### src/rtl/reg_file_2w2r.sv
// -----------------------------------------------------------------------------
// reg_file_2w2r
// Register file for the decode stage: two combinational read ports, two
// synchronous write ports (port 1 = ALU writeback, port 2 = load/NoC
// writeback) and a per-register busy scoreboard. The pipeline uses the
// scoreboard to stall on results that are still in flight.
//
// Parameters:
//   DATA_WIDTH  register width in bits
//   ADDR_WIDTH  address width; the file holds 2**ADDR_WIDTH registers
//
// Ports:
//   CLK                   clock; all state updates on the rising edge
//   RESET                 synchronous active-high clear of data and busy bits
//   IN1/INADDRESS1/WRITE_EN1  write port 1
//   IN2/INADDRESS2/WRITE_EN2  write port 2 (wins on an address collision)
//   OUT1ADDRESS/OUT1/OUT1BUSY read port 1 (data + busy bit)
//   OUT2ADDRESS/OUT2/OUT2BUSY read port 2 (data + busy bit)
//   MARK_EN/MARK_ADDRESS  sets the busy bit of an issued destination
//
// Register 0 is hardwired to zero and never busy.
//
// Optional build macro REG_FILE_BYPASS_EN: when defined, reads forward the
// data being written in the same cycle (port 2 over port 1). The busy bit
// of a forwarded address reads 0 unless a mark targets it in the same cycle.
// When undefined, reads show committed state only.
// -----------------------------------------------------------------------------
module reg_file_2w2r #(
    parameter int DATA_WIDTH = 32,
    parameter int ADDR_WIDTH = 5
) (
    input  logic                  CLK,
    input  logic                  RESET,
    input  logic [DATA_WIDTH-1:0] IN1,
    input  logic [ADDR_WIDTH-1:0] INADDRESS1,
    input  logic                  WRITE_EN1,
    input  logic [DATA_WIDTH-1:0] IN2,
    input  logic [ADDR_WIDTH-1:0] INADDRESS2,
    input  logic                  WRITE_EN2,
    input  logic [ADDR_WIDTH-1:0] OUT1ADDRESS,
    input  logic [ADDR_WIDTH-1:0] OUT2ADDRESS,
    output logic [DATA_WIDTH-1:0] OUT1,
    output logic [DATA_WIDTH-1:0] OUT2,
    input  logic                  MARK_EN,
    input  logic [ADDR_WIDTH-1:0] MARK_ADDRESS,
    output logic                  OUT1BUSY,
    output logic                  OUT2BUSY
);

    localparam int DEPTH = 2 ** ADDR_WIDTH;
    localparam logic [ADDR_WIDTH-1:0] ZERO_ADDR = {ADDR_WIDTH{1'b0}};
    localparam logic [DATA_WIDTH-1:0] ZERO_DATA = {DATA_WIDTH{1'b0}};

    logic [DATA_WIDTH-1:0] regs_q [DEPTH];
    logic [DATA_WIDTH-1:0] regs_d [DEPTH];
    logic [DEPTH-1:0]      busy_q;
    logic [DEPTH-1:0]      busy_d;

    logic                  wr1_ok_s;
    logic                  wr2_ok_s;
    logic                  mark_ok_s;

    logic [ADDR_WIDTH-1:0] rd_addr_s [2];
    logic [DATA_WIDTH-1:0] rd_data_s [2];
    logic [1:0]            rd_busy_s;

    // Qualify write and mark requests: anything aimed at register 0 is dropped.
    always_comb begin
        wr1_ok_s  = WRITE_EN1 && (INADDRESS1 != ZERO_ADDR);
        wr2_ok_s  = WRITE_EN2 && (INADDRESS2 != ZERO_ADDR);
        mark_ok_s = MARK_EN && (MARK_ADDRESS != ZERO_ADDR);
    end

    // Next-state for data and busy bits: port 2 beats port 1 on data; a mark
    // beats a write on busy because the newly issued producer supersedes the
    // one retiring now. A discarded port-1 write still clears busy.
    always_comb begin
        for (int i = 0; i < DEPTH; i++) begin
            if (wr2_ok_s && (INADDRESS2 == ADDR_WIDTH'(i))) begin
                regs_d[i] = IN2;
            end else if (wr1_ok_s && (INADDRESS1 == ADDR_WIDTH'(i))) begin
                regs_d[i] = IN1;
            end else begin
                regs_d[i] = regs_q[i];
            end

            if (mark_ok_s && (MARK_ADDRESS == ADDR_WIDTH'(i))) begin
                busy_d[i] = 1'b1;
            end else if ((wr1_ok_s && (INADDRESS1 == ADDR_WIDTH'(i))) ||
                         (wr2_ok_s && (INADDRESS2 == ADDR_WIDTH'(i)))) begin
                busy_d[i] = 1'b0;
            end else begin
                busy_d[i] = busy_q[i];
            end
        end
    end

    // State registers; RESET overrides every write and mark in its cycle.
    always_ff @(posedge CLK) begin
        if (RESET) begin
            for (int i = 0; i < DEPTH; i++) begin
                regs_q[i] <= ZERO_DATA;
            end
            busy_q <= {DEPTH{1'b0}};
        end else begin
            for (int i = 0; i < DEPTH; i++) begin
                regs_q[i] <= regs_d[i];
            end
            busy_q <= busy_d;
        end
    end

    // Gather the two read addresses so both ports share one read path.
    always_comb begin
        rd_addr_s[0] = OUT1ADDRESS;
        rd_addr_s[1] = OUT2ADDRESS;
    end

    // Combinational read ports, optionally forwarding same-cycle writes.
    always_comb begin
        for (int k = 0; k < 2; k++) begin
            rd_data_s[k] = ZERO_DATA;
            rd_busy_s[k] = 1'b0;
            if (rd_addr_s[k] == ZERO_ADDR) begin
                rd_data_s[k] = ZERO_DATA;
                rd_busy_s[k] = 1'b0;
`ifdef REG_FILE_BYPASS_EN
            end else if (wr2_ok_s && (INADDRESS2 == rd_addr_s[k])) begin
                rd_data_s[k] = IN2;
                rd_busy_s[k] = mark_ok_s && (MARK_ADDRESS == rd_addr_s[k]);
            end else if (wr1_ok_s && (INADDRESS1 == rd_addr_s[k])) begin
                rd_data_s[k] = IN1;
                rd_busy_s[k] = mark_ok_s && (MARK_ADDRESS == rd_addr_s[k]);
`endif
            end else begin
                rd_data_s[k] = regs_q[rd_addr_s[k]];
                rd_busy_s[k] = busy_q[rd_addr_s[k]];
            end
        end
    end

    assign OUT1     = rd_data_s[0];
    assign OUT2     = rd_data_s[1];
    assign OUT1BUSY = rd_busy_s[0];
    assign OUT2BUSY = rd_busy_s[1];

endmodule

### config.mk
export PLATFORM = sky130hd
export DESIGN_NAME = reg_file_2w2r
export DESIGN_NICKNAME = d
export VERILOG_FILES = /design/src/rtl/reg_file_2w2r.sv
export SDC_FILE = /design/constraint.sdc
export NUM_CORES = 2
export LEC_CHECK = 0
export BUFFER_PORTS_ARGS = -buffer_cell sky130_fd_sc_hd__buf_2
export CORE_MARGIN = 2
export CORE_UTILIZATION = 47
export CTS_CLUSTER_DIAMETER = 40
export DETAILED_ROUTE_END_ITERATION = 6
export PLACE_DENSITY_LB_ADDON = 0.25
export SLEW_MARGIN = 40
export SYNTH_ARGS = -nofsm -noshare
export SYNTH_HDL_FRONTEND = slang
export SYNTH_SLANG_ARGS = --single-unit
### constraint.sdc
create_clock -name CLK -period 5.5 [get_ports CLK]
set_clock_uncertainty 0.1 [all_clocks]
set_input_delay 0.275 -clock CLK [delete_from_list [all_inputs] [get_ports CLK]]
set_output_delay 0.275 -clock CLK [all_outputs]
set_load 0.03 [all_outputs]
==> out/results.txt <==
WHS Path Cells - 3
Power per cell area - 332 nW/um2
# DRC - 3
Failing checks - DRC
Worst Setup Slack, final - 1.43 ns
Max Buffers Root-to-Sink - 3
Core area - 137,000 um2
CP max stage cell - a211oi_1
Area of the multi-input gates - 30,500 um2
WL/cell - 35.2 um
Top post-synthesis cells by count - 2,078 x nand2_1, 1,024 x edfxtp_1, 994 x a21oi_1
Yosys warns - 0
Post-Syn Area per Cell - 10.5 um2
Crit path buf inv count - 3
Reg2reg start - busy_q[23]$_SDFFE_PP0P_
Final cycle utilization of the critical path - 74.0%
Critical path depth - 7
Crit Reg-Reg Endpoint - busy_q[23]$_SDFFE_PP0P_
Routability Congestion - 0.986
Critical path cell sequence - buf_6 -> buf_4 -> mux4_2 -> nor2b_1 -> a211oi_1 -> a311oi_1 -> buf_2
Number of hold buffers added after cts - 12
Critical Path End Type - primary output
CTS H-Tree Depth - 4
Largest cells by area after synthesis - edfxtp_1 47%, mux4_2 14%, nand2_1 12%, a21oi_1 7.7%, mux4_1 2.1%
Io pins - 160
Max stage delay on crit path - 0.80 ns
Port Buffers - 159
Leading cell type by number of instances after synthesis - nand2_1
CTS sink count - 1,056
Library cells used by synthesis - 65
Initial antenna violation count - 37
RSZ-0062 raised after global routing - no
Largest area contributor in the netlist - edfxtp_1
Worst Path Required - 5.12 ns
Fin area - 72,400 um2
Largest net degree at the start of global routing - 175
Post-synth EDFFs - 1,024
Post-CTS Setup Bufs - 0
Max IR drop VDD - 264 uV
Detailed Routing Iterations Pass 1 - 7
Global route overflow - 0
# Max-Cap Violations - 0
DRT iter0 DRCs - 10,700
Die Y - 376 um
Drt total wl - 280 mm
Synthesized cell area - 65,000 um2
Clk_lat worst skew - 0.82 ns
Yosys top cell area share - 47.3%
Seq. cell area - 31,400 um2
Area Growth Syn to Fin - 11.3%
R2r setup slk - 4.27 ns
Clock Root Buffer - clkbuf_16
Status - complete, but fails checks
Num rows - 136
Synth Flop Type - edfxtp_1
Worst Path Max Fanout - 41
Fin crit period - 4.07 ns
Vias in the first global route - 53,400
Die Area - 141,000 um2
Slew margin rel. - 30.5%
TritonCTS Buffers - 163
Max Clk Rate - 246 MHz
Vias/cell - 7.11
CTS tree - done
Min-Delay Endpoint - regs_q[27][25]$_SDFFCE_PP0P_
Worst Hold Launch - IN2[25]
Part of the Yosys area used for sequential elements - 48.3%
CP arrival - 3.69 ns
Final hold violations - 0
Placed Area - 66,400 um2
Slew Viols, Final - 0
Post-synth ARST share - 0%
CP Launch Type - input pin
CP delay by family, top - buffers and inverters
Final Setup Violations - 0
#FFs+latches synth - 1,056
Clk slew on worst S/H paths - 0.05 ns
Share of cells above drive strength 1 - 19.3%
First-pass GRT wire length - 393 mm
Die width - 376 um
Via count - 56,600
Starting Density - 47.3%
Antenna violation net count after detailed routing - 0
Synth Instances - 6,194
Post-CTS sizing - 0
Min-Delay Path Class - in2reg
FILL cells - 11,500
LEAKAGE - 25.8 nW
Pre-CTS setup slack - 1.74 ns
Crit path kind - in2out
# nets final - 6,104
TNS Setup - 0 ns
Detailed Place HPWL - 163 mm
Worst-Margin Slew - 1.04 ns
R2R cell count - 3
Total track usage - 38.9%
-- sequential cells by signal, summed over array words and instances (netlist names) --
| register | cells |
|---|---|
| regs_q | 1024 |
| busy_q | 32 |
-- kinds of logic after synthesis --
logic type	Yosys count	share of synthesized area [%]
other	1	0.00577
AND/OR/NAND/NOR	2296	14.2
multiplexers	656	19.4
buffers and inverters	752	5.61
flip-flops	1056	48.3
AO/OA/AOI/OAI	1433	12.5
-- metrics by stage --
step | hold slack, ns | utilization, % | total power (W) | instances
final | 0.0544 | 52.7 | 0.0241 | 7956
after global routing | 0.0511 | 52.7 | 0.0245 | 7944
after CTS | 0.00869 | 52.5 | 0.0238 | 7930
after detailed placement | 0.366 | 48.4 | 0.0132 | 7616
after global placement | 0.359 | 48.2 | 0.0131 | 7615
after floorplan | 0.292 | - | 0.0119 | 6225
-- worst reg2reg max path, delay by kind of cell (launching register included) --
kind / cells / cell delay, ns
DFF: 1 / 0.35
buffers and inverters: 2 / 0.63
AOI/OAI and AO/OA: 1 / 0.09
-- cells in the final DEF (no fill, tap or decap), types with 22 or more instances in the layout --
cell type	netlist	layout
nand2_1	2078	2075
edfxtp_1	1024	1024
a21oi_1	994	993
mux4_2	410	410
clkbuf_16	0	170
buf_2	225	147
buf_4	32	147
mux2i_1	128	128
o21ai_0	87	86
nor2b_1	74	70
a22oi_1	66	66
mux2_2	66	66
a211oi_1	66	61
o21ai_1	57	58
a311oi_1	64	52
mux4_1	52	52
a221oi_1	44	44
inv_1	33	33
dfxtp_1	32	32
conb_1	1	32
clkinv_1	0	23
nor2_4	4	22
clkinvlp_4	0	22
-- how the worst max path moves through the flow --
stage                               from        to  slack, ns
after global placement    OUT1ADDRESS[1]   OUT1[2]       1.55
final                     OUT2ADDRESS[0]  OUT2[12]       1.43
after detailed placement  OUT2ADDRESS[0]  OUT2[10]       1.74
after floorplan           OUT2ADDRESS[1]  OUT2[19]       3.04
after CTS                 OUT1ADDRESS[1]  OUT1[13]       1.73
after global routing      OUT2ADDRESS[0]  OUT2[12]       1.35
-- routing by layer --
| metal | wire length (um) | global-route usage, % | up-vias |
|---|---|---|---|
| met5 | 265 | 0.274 | - |
| met4 | 21700 | 25.4 | 38 |
| met3 | 47400 | 13.9 | 1177 |
| met2 | 118000 | 55.8 | 5643 |
| met1 | 92300 | 49.6 | 27400 |
| li1 | - | - | 22300 |
-- cell type report --
class                           instances  area share (%)
Sequential cell                      1056            43.4
Multi-Input combinational cell       4417            42.1
Clock buffer                          182            5.95
Timing Repair Buffer                  337            3.42
Tap cell                             1794            3.10
Clock inverter                        120            1.77
Inverter                               35           0.188
Antenna cell                           15          0.0519
-- report_power, final --
group	switching (W)	internal (W)
combinational	0.00229	0.00120
sequential	0.000320	0.00948
clock	0.00419	0.00658
total	0.00680	0.0173
Power figures use the tool's default switching activity.
